`config.mk`:
```
export PLATFORM = sky130hd
export DESIGN_NAME = screen_sequencer
export DESIGN_NICKNAME = d
export VERILOG_FILES = /design/src/rtl/screen_sequencer.sv
export SDC_FILE = /design/constraint.sdc
export NUM_CORES = 1
export LEC_CHECK = 0
export CAP_MARGIN = 20
export CORE_MARGIN = 3
export CORE_UTILIZATION = 30
export CTS_CLUSTER_SIZE = 12
export DETAILED_ROUTE_END_ITERATION = 12
export SLEW_MARGIN = 10
export SYNTH_ARGS = -nofsm -noshare
export SYNTH_HDL_FRONTEND = slang
export SYNTH_SLANG_ARGS = --single-unit
export TNS_END_PERCENT = 50
```
`constraint.sdc`:
```
create_clock -name clk -period 3 [get_ports clk]
set_clock_uncertainty 0.1 [all_clocks]
set_input_delay 0.6 -clock clk [delete_from_list [all_inputs] [get_ports clk]]
set_output_delay 0.6 -clock clk [all_outputs]
set_load 0.01 [all_outputs]
```
`src/rtl/screen_sequencer.sv`:
```
// Screen-mode sequencer for the Snake display path: picks which full-screen image
// is swept (title, flash, black, game-over), gates the game logic, and drives the sweep.
module screen_sequencer #(
  parameter int WIDTH        = 160,
  parameter int HEIGHT       = 120,
  parameter int FLASH_PERIOD = 25_000_000
) (
  input  logic        clk,
  input  logic        rst,
  input  logic        start,
  input  logic        game_over,
  output logic [14:0] address,
  output logic [7:0]  x,
  output logic [6:0]  y,
  output logic        plot,
  output logic        show_title,
  output logic        show_black,
  output logic        show_gameover,
  output logic        flash,
  output logic        game_en,
  output logic        sweep_done
);

  localparam int NPIX = WIDTH * HEIGHT;
  localparam int TW   = (FLASH_PERIOD > 1) ? $clog2(FLASH_PERIOD) : 1;
  localparam logic [14:0]   ADDR_LAST = 15'(NPIX - 1);
  localparam logic [7:0]    X_LAST    = 8'(WIDTH - 1);
  localparam logic [TW-1:0] TMR_LAST  = TW'(FLASH_PERIOD - 1);

  typedef enum logic [2:0] {
    TITLE_DRAW, TITLE_WAIT, FLASH_DRAW, BLACK_DRAW, PLAY, OVER_DRAW, OVER_WAIT
  } state_t;

  state_t        state_q, state_d;
  logic [TW-1:0] timer_q, timer_d;
  logic          phase_q, phase_d;
  logic          pend_q, pend_d;
  logic          start_prev_q;
  logic [14:0]   addr_q, addr_d;
  logic [7:0]    xc_q, xc_d;
  logic [6:0]    yc_q, yc_d;
  logic          fin_q, fin_d;
  logic          plot_q, plot_d;
  logic [7:0]    x_q, x_d;
  logic [6:0]    y_q, y_d;
  logic          done_q, done_d;
  logic          title_q, title_d;
  logic          flash_q, flash_d;
  logic          black_q, black_d;
  logic          over_q, over_d;
  logic          game_en_q, game_en_d;

  logic start_edge;
  logic drawing;

  assign start_edge = start & ~start_prev_q;
  assign drawing    = state_q inside {TITLE_DRAW, FLASH_DRAW, BLACK_DRAW, OVER_DRAW};

  // Mode sequencing; a pending start is only honoured from TITLE_WAIT so sweeps finish.
  always_comb begin
    state_d = state_q;
    timer_d = timer_q;
    phase_d = phase_q;
    pend_d  = pend_q;
    if (start_edge && (state_q inside {TITLE_DRAW, TITLE_WAIT, FLASH_DRAW}))
      pend_d = 1'b1;
    case (state_q)
      TITLE_DRAW, FLASH_DRAW: if (done_q) state_d = TITLE_WAIT;
      TITLE_WAIT: begin
        if (pend_q) begin
          state_d = BLACK_DRAW;
          pend_d  = 1'b0;
          timer_d = '0;
        end else if (timer_q == TMR_LAST) begin
          state_d = FLASH_DRAW;
          timer_d = '0;
          phase_d = ~phase_q;
        end else begin
          timer_d = timer_q + 1'b1;
        end
      end
      BLACK_DRAW: if (done_q) state_d = PLAY;
      PLAY:       if (game_over) state_d = OVER_DRAW;
      OVER_DRAW:  if (done_q) state_d = OVER_WAIT;
      OVER_WAIT: begin
        if (start_edge) begin
          state_d = TITLE_DRAW;
          phase_d = 1'b0;
        end
      end
      default: state_d = TITLE_DRAW;
    endcase
  end

  // Mode selects are registered from the next state so they line up with state_q.
  always_comb begin
    title_d   = (state_d == TITLE_DRAW) || ((state_d == FLASH_DRAW) && !phase_d);
    flash_d   = (state_d == FLASH_DRAW) && phase_d;
    black_d   = (state_d == BLACK_DRAW);
    over_d    = (state_d == OVER_DRAW);
    game_en_d = (state_d == PLAY);
  end

  // Address is issued one cycle ahead of x/y/plot to match the RAM read latency.
  always_comb begin
    addr_d = addr_q;
    xc_d   = xc_q;
    yc_d   = yc_q;
    fin_d  = fin_q;
    plot_d = 1'b0;
    done_d = 1'b0;
    x_d    = x_q;
    y_d    = y_q;
    if (!drawing) begin
      addr_d = '0;
      xc_d   = '0;
      yc_d   = '0;
      fin_d  = 1'b0;
    end else if (!fin_q) begin
      plot_d = 1'b1;
      x_d    = xc_q;
      y_d    = yc_q;
      if (addr_q == ADDR_LAST) begin
        done_d = 1'b1;
        fin_d  = 1'b1;
      end else begin
        addr_d = addr_q + 15'd1;
        if (xc_q == X_LAST) begin
          xc_d = '0;
          yc_d = yc_q + 7'd1;
        end else begin
          xc_d = xc_q + 8'd1;
        end
      end
    end
  end

  always_ff @(posedge clk or negedge rst) begin
    if (!rst) begin
      state_q      <= TITLE_DRAW;
      timer_q      <= '0;
      phase_q      <= 1'b0;
      pend_q       <= 1'b0;
      start_prev_q <= 1'b0;
      addr_q       <= '0;
      xc_q         <= '0;
      yc_q         <= '0;
      fin_q        <= 1'b0;
      plot_q       <= 1'b0;
      x_q          <= '0;
      y_q          <= '0;
      done_q       <= 1'b0;
      title_q      <= 1'b1;
      flash_q      <= 1'b0;
      black_q      <= 1'b0;
      over_q       <= 1'b0;
      game_en_q    <= 1'b0;
    end else begin
      state_q      <= state_d;
      timer_q      <= timer_d;
      phase_q      <= phase_d;
      pend_q       <= pend_d;
      start_prev_q <= start;
      addr_q       <= addr_d;
      xc_q         <= xc_d;
      yc_q         <= yc_d;
      fin_q        <= fin_d;
      plot_q       <= plot_d;
      x_q          <= x_d;
      y_q          <= y_d;
      done_q       <= done_d;
      title_q      <= title_d;
      flash_q      <= flash_d;
      black_q      <= black_d;
      over_q       <= over_d;
      game_en_q    <= game_en_d;
    end
  end

  assign address       = addr_q;
  assign x             = x_q;
  assign y             = y_q;
  assign plot          = plot_q;
  assign sweep_done    = done_q;
  assign show_title    = title_q;
  assign flash         = flash_q;
  assign show_black    = black_q;
  assign show_gameover = over_q;
  assign game_en       = game_en_q;

endmodule
```
==> flow_metrics.env, run 1 <==
export IMPL_status="finished, final reports clean"
export IMPL_yosys_area_top_type="dfrtp_1"
export IMPL_grt_max_degree=44
export IMPL_tns_ns=0
export IMPL_arrival_ns=2.69
export IMPL_insertedDiodeCount=0
export IMPL_drv_slew=0
export IMPL_powerDensity_nw_per_um2=445.0
export IMPL_ioPinCount=41
export IMPL_finalHoldViolations=0
export IMPL_avgRoutedWirePerCell_um=15.39
export IMPL_hold_path_class="input port to asynchronous set/reset pin"
export IMPL_setup_viol=0
export IMPL_syn_num_nets=428
export IMPL_die_h_um=125.1
export IMPL_synth_distinct_cells=61
export IMPL_cts_sinks=84
export IMPL_hpwl_um=6749
export IMPL_dr_first_iter_drc_count=114
export IMPL_ctsResizeCount=0
export IMPL_grt_pass1_wl_um=17070
export IMPL_grt_use_total_pct=13.08
export IMPL_multi_input_area_sq_um=2004
export IMPL_rsz0062_at_grt="no"
export IMPL_setup_slack_ns=0.4678
export IMPL_period_share_pct=84.41
export IMPL_antenna_found_initial=0
export IMPL_drc=0
export IMPL_syn_avg_cell_area_sq_um=10.13
export IMPL_netlist_top_cells_area="dfrtp_1, mux2_2, xnor2_1"
export IMPL_endpoint_kind="register"
export IMPL_worst_pin_slew_ns=0.8497
export IMPL_cts_inserted_buffers=9
export IMPL_holdWs_ns=0.1562
export IMPL_syn_to_final_growth_pct=20.79
export IMPL_max_freq_mhz=394.9
export IMPL_hold_buffers=0
export IMPL_cap_violations=0
export IMPL_ant_nets=0
export IMPL_async_flop_share_pct=100.0
export IMPL_clkLatencyLatePin_ns=0.34
export IMPL_finalWirelength_um=9834
export IMPL_row_count=42
export IMPL_yosysSeqAreaShare_pct=49.44
export IMPL_cts_root_buf="clkbuf_16"
export IMPL_portBuffers=40
export IMPL_cp_required_ns=3.16
export IMPL_cts_setup_buffers=0
export IMPL_synth_area_sq_um=4254
export IMPL_vdd_ir_drop_max_mv=0.2288
export IMPL_path_class="register to register"
export IMPL_gp_congestion=0.8239
export IMPL_fillers=1373
export IMPL_pre_cts_ws_ns=0.4970
export IMPL_netlist_instances=420
export IMPL_post_route_min_period_ns=2.532
export IMPL_synth_edff_count=0
export IMPL_nNetsFinal=466
export IMPL_core_sq_um=13560
export IMPL_startpoint_type="register"
export IMPL_clk_pin_slew_ns=0.06
export IMPL_firstDrtPassIters=4
export IMPL_timing_max_slew_rel_slack_pct=43.35
export IMPL_dieArea_sq_um=15650
export IMPL_grt_ovfl_total=0
export IMPL_critPathMaxFanout=31
export IMPL_htreeDepth=3
export IMPL_rr_worst_depth=6
export IMPL_die_w_um=125.1
export IMPL_power_total_mw=2.287
export IMPL_synth_top_cell_area_share_pct=48.82
export IMPL_cts_buffer_depth=2
export IMPL_utilization_pct=37.90
export IMPL_leakagePower_nw=2.006
export IMPL_ys_flop_type="dfrtp_1"
export IMPL_ys_warn_count=0
export IMPL_grt_pass1_vias=3512
export IMPL_cts_tree="done"
export IMPL_initial_utilization_pct=31.38
export IMPL_vias=3361
export IMPL_drive_gt1_share_pct=12.74
export IMPL_seq_area_sq_um=2103
export IMPL_post_drt_via_cell_ratio=5.260
export IMPL_ys_ff_latch=84
-- area by class of cell --
cell class,instances,share of cell area (%)
Inverter,11,0.8035
Multi-Input combinational cell,304,39.01
Timing Repair Buffer,48,9.155
Sequential cell,84,40.93
Clock inverter,2,0.6818
Tap cell,176,4.285
Clock buffer,14,5.138
-- placed cells by master (no fill, tap or decap), types with 3 or more instances in the layout --
| cell type | count |
|---|---|
| buf_4 | 8 |
| nand4_1 | 10 |
| mux2_2 | 16 |
| a21o_1 | 4 |
| xor2_1 | 3 |
| dfrtp_1 | 83 |
| clkbuf_16 | 9 |
| nor2b_1 | 4 |
| nor2_2 | 4 |
| nor3_1 | 8 |
| or4_1 | 12 |
| clkbuf_1 | 3 |
| o21ai_0 | 15 |
| clkdlybuf4s50_1 | 39 |
| a31oi_1 | 3 |
| nand2b_1 | 3 |
| a21oi_1 | 25 |
| nor4_1 | 9 |
| inv_1 | 11 |
| nand2_1 | 35 |
| o31ai_1 | 13 |
| xnor2_1 | 20 |
| nor2_1 | 37 |
| or3_1 | 4 |
| ha_1 | 4 |
| a211oi_1 | 6 |
| and3_1 | 4 |
| nor4_2 | 4 |
| nand3_1 | 17 |
-- path summary, 6_finish.rpt --
| path | start | to | slack [ns] |
|---|---|---|---|
| min in group clk | y[3] | y[3] | 0.40 |
| hold / removal | rst | timer_q[2] | 0.16 |
| setup / recovery | address[0] | yc_q[5] | 0.47 |
| hold reg to reg | y[3] | y[3] | 0.40 |
| max in group asynchronous | rst | y[2] | 2.02 |
| setup reg to reg | address[0] | yc_q[5] | 0.47 |
-- synth_stat cells, types with 5 or more instances --
library cell	instances
a211oi_1	6
a21oi_1	25
buf_2	9
clkbuf_1	5
dfrtp_1	83
inv_1	11
mux2_2	16
nand2_1	35
nand3_1	17
nand4_1	10
nor2_1	37
nor3_1	8
nor4_1	9
o21ai_0	15
o31ai_1	13
or4_1	12
xnor2_1	20
-- per-layer routing --
layer / wire length [um] / global-route usage (%)
met5: 0 / 0
met4: 172 / 6.186
met3: 263 / 2.687
met2: 4799 / 21.20
met1: 4599 / 16.77
-- registers in the layout, indices dropped and copies added, names as in the netlist --
name	flops
timer_q	25
address	15
x	8
xc_q	8
y	7
yc_q	7
state_q	3
fin_q	1
flash	1
game_en	1
pend_q	1
phase_q	1
plot	1
show_black	1
show_gameover	1
show_title	1
start_prev_q	1
sweep_done	1
-- per-stage QoR --
step	instance area, sq um	cells
final	5139	639
after CTS	5139	639
after detailed placement	4840	623
after global routing	5139	639
after floorplan	4254	420
after global placement	4840	623
-- worst max-delay path, cell delays in order, from the launching register on --
cell	delay [ns]
dfrtp_1	0.42
ha_1	0.24
and4_4	0.22
and3_4	0.20
a21o_1	0.46
or4_1	0.63
a21oi_1	0.17
-- kinds of logic after synthesis --
kind of cell    synth area share, %
buf+inv                       3.617
xor+xnor                      4.941
fa+ha+maj                     1.177
compound gates                12.82
mux                           4.706
flops                         49.44
simple gates                  23.29
-- power by group --
| part | internal, mW | leakage, nW | switching, mW | total, mW |
|---|---|---|---|---|
| logic | 0.00746 | 0.756 | 0.0242 | 0.0317 |
| clock network | 0.690 | 0.147 | 0.431 | 1.12 |
| registers | 1.13 | 1.10 | 0.000251 | 1.13 |
(Power assumes the default switching activity.)
==> run 2, diff against run 1 <==
- clock period: 3 -> 2.5 ns (I/O delays scaled with it)
==> run 2 against run 1 <==
- cell area increased by 1.4%
- global-route usage fell by 0.25 points
- via count fell by 1.5%
- sequential share of layout area decreased by 0.58 points
- total power up 19%
- critical path depth increased by 1
- non-clock buffer count rose by 9
- count of clock-buffer cells in the layout down 3
- sequential cell count stayed put
- worst hold slack got worse by 0.11 ns
- routed wire length shrank 1.9%
- sequential power increased by 20%
- largest cell class unchanged
==> flow_metrics.env, run 2 (synthesis results as in run 1) <==
export IMPL_die_h_um=125.1
export IMPL_grt_max_degree=46
export IMPL_rsz0062_at_grt="no"
export IMPL_vdd_ir_drop_max_mv=0.3948
export IMPL_path_class="register to register"
export IMPL_crit_path_start="address[0]"
export IMPL_insertedDiodeCount=0
export IMPL_initial_utilization_pct=31.38
export IMPL_drive_gt1_share_pct=14.65
export IMPL_hold_path_class="input port to asynchronous set/reset pin"
export IMPL_period_share_pct=92.03
export IMPL_timing_max_slew_rel_slack_pct=61.94
export IMPL_cp_required_ns=2.66
export IMPL_rr_worst_depth=7
export IMPL_critPathMaxFanout=30
export IMPL_post_drt_via_cell_ratio=5.114
export IMPL_startpoint_type="register"
export IMPL_syn_to_final_growth_pct=22.53
export IMPL_powerDensity_nw_per_um2=521.2
export IMPL_cts_setup_buffers=0
export IMPL_htreeDepth=3
export IMPL_crit_reg2reg_launch="address[0]"
export IMPL_dr_first_iter_drc_count=162
export IMPL_avgRoutedWirePerCell_um=14.91
export IMPL_reg2reg_to="xc_q[6]"
export IMPL_finalWirelength_um=9649
export IMPL_final_common_cell="dfrtp_1"
export IMPL_drv_slew=0
export IMPL_grt_pass1_wl_um=16730
export IMPL_nNetsFinal=475
export IMPL_final_cell_count_no_fill=647
export IMPL_post_route_min_period_ns=2.301
export IMPL_row_count=42
export IMPL_antenna_found_initial=0
export IMPL_cts_tree="done"
export IMPL_ioPinCount=41
export IMPL_endpoint_kind="register"
export IMPL_drc=0
export IMPL_vias=3309
export IMPL_gp_congestion=0.8439
export IMPL_setup_slack_ns=0.1994
export IMPL_worst_pin_slew_ns=0.5709
export IMPL_pre_cts_ws_ns=0.2204
export IMPL_holdWs_ns=0.04876
export IMPL_setup_viol=0
export IMPL_clk_pin_slew_ns=0.06
export IMPL_grt_pass1_vias=3371
export IMPL_hold_buffers=0
export IMPL_dieArea_sq_um=15650
export IMPL_hpwl_um=6771
export IMPL_grt_ovfl_total=0
export IMPL_cts_sinks=84
export IMPL_cts_inserted_buffers=9
export IMPL_ant_nets=0
export IMPL_cts_buffer_depth=2
export IMPL_endpoint="xc_q[6]"
export IMPL_die_w_um=125.1
export IMPL_largest_reg_flops=25
export IMPL_firstDrtPassIters=4
export IMPL_leakagePower_nw=2.045
export IMPL_rrSetupSlack_ns=0.20
export IMPL_final_cell_mix="dfrtp_1, clkdlybuf4s50_1, nor2_1, nand2_1, a21oi_1"
export IMPL_cap_violations=0
export IMPL_grt_use_total_pct=12.83
export IMPL_power_total_mw=2.717
export IMPL_dp_cells=632
export IMPL_tns_ns=0
export IMPL_portBuffers=40
export IMPL_arrival_ns=2.47
export IMPL_status="finished, final reports clean"
export IMPL_fillers=1360
export IMPL_max_freq_mhz=434.7
export IMPL_largest_register="timer_q"
export IMPL_finalHoldViolations=0
export IMPL_ctsResizeCount=0
export IMPL_cts_root_buf="clkbuf_16"
export IMPL_core_sq_um=13560
export IMPL_clkLatencyLatePin_ns=0.34
## run 2: layout make-up
class                   instances  area, sq um  area share, %
well taps                     176        220.2          4.225
clock buffers                  11        242.7          4.657
repair buffers                 57        550.5          10.56
flip-flops and latches         84         2103          40.35
multi-input cells             304         2004          38.45
inverters                      11        41.29         0.7921
clock inverters                 4        50.05         0.9602
## run 2: worst min path at each step
stage | cells after the start | end | slack [ns] | start
6_report | 1 | timer_q[7] | 0.05 | rst
5_1_grt | 1 | timer_q[15] | 0.09 | rst
4_1_cts | 1 | timer_q[7] | 0.06 | rst
3_5_place_dp | 1 | x[1] | 0.40 | x[1]
3_3_place_gp | 1 | x[3] | 0.39 | x[3]
2_1_floorplan | 0 | address[0] | 0.10 | rst
## run 2: power breakdown
part,internal (mW),switching [mW]
Clock,0.793,0.525
Sequential,1.36,0.000337
Combinational,0.00897,0.0290
Total,2.16,0.554
## run 2: routing by layer
metal | track usage (%) | up-vias | part of all wire [%]
li1 | - | 1629 | -
met1 | 17.13 | 1605 | 48
met2 | 20.56 | 66 | 48
met3 | 3.028 | 9 | 3.5
met4 | 4.401 | 0 | 1.2
met5 | 0 | - | 0
## run 2: per-stage QoR
stage	area [sq um]	utilization, %
after floorplan	4254	-
after global placement	4920	36.29
after detailed placement	4920	36.29
after CTS	5213	38.45
after global routing	5213	38.45
final	5213	38.45
## run 2: worst max-delay path, stage by stage (launching register included)
cell     delay (ns)
dfrtp_1        0.42
ha_1           0.25
and4_4         0.22
and3_4         0.20
a21o_1         0.20
buf_12         0.17
or4_1          0.50
a21oi_1        0.17
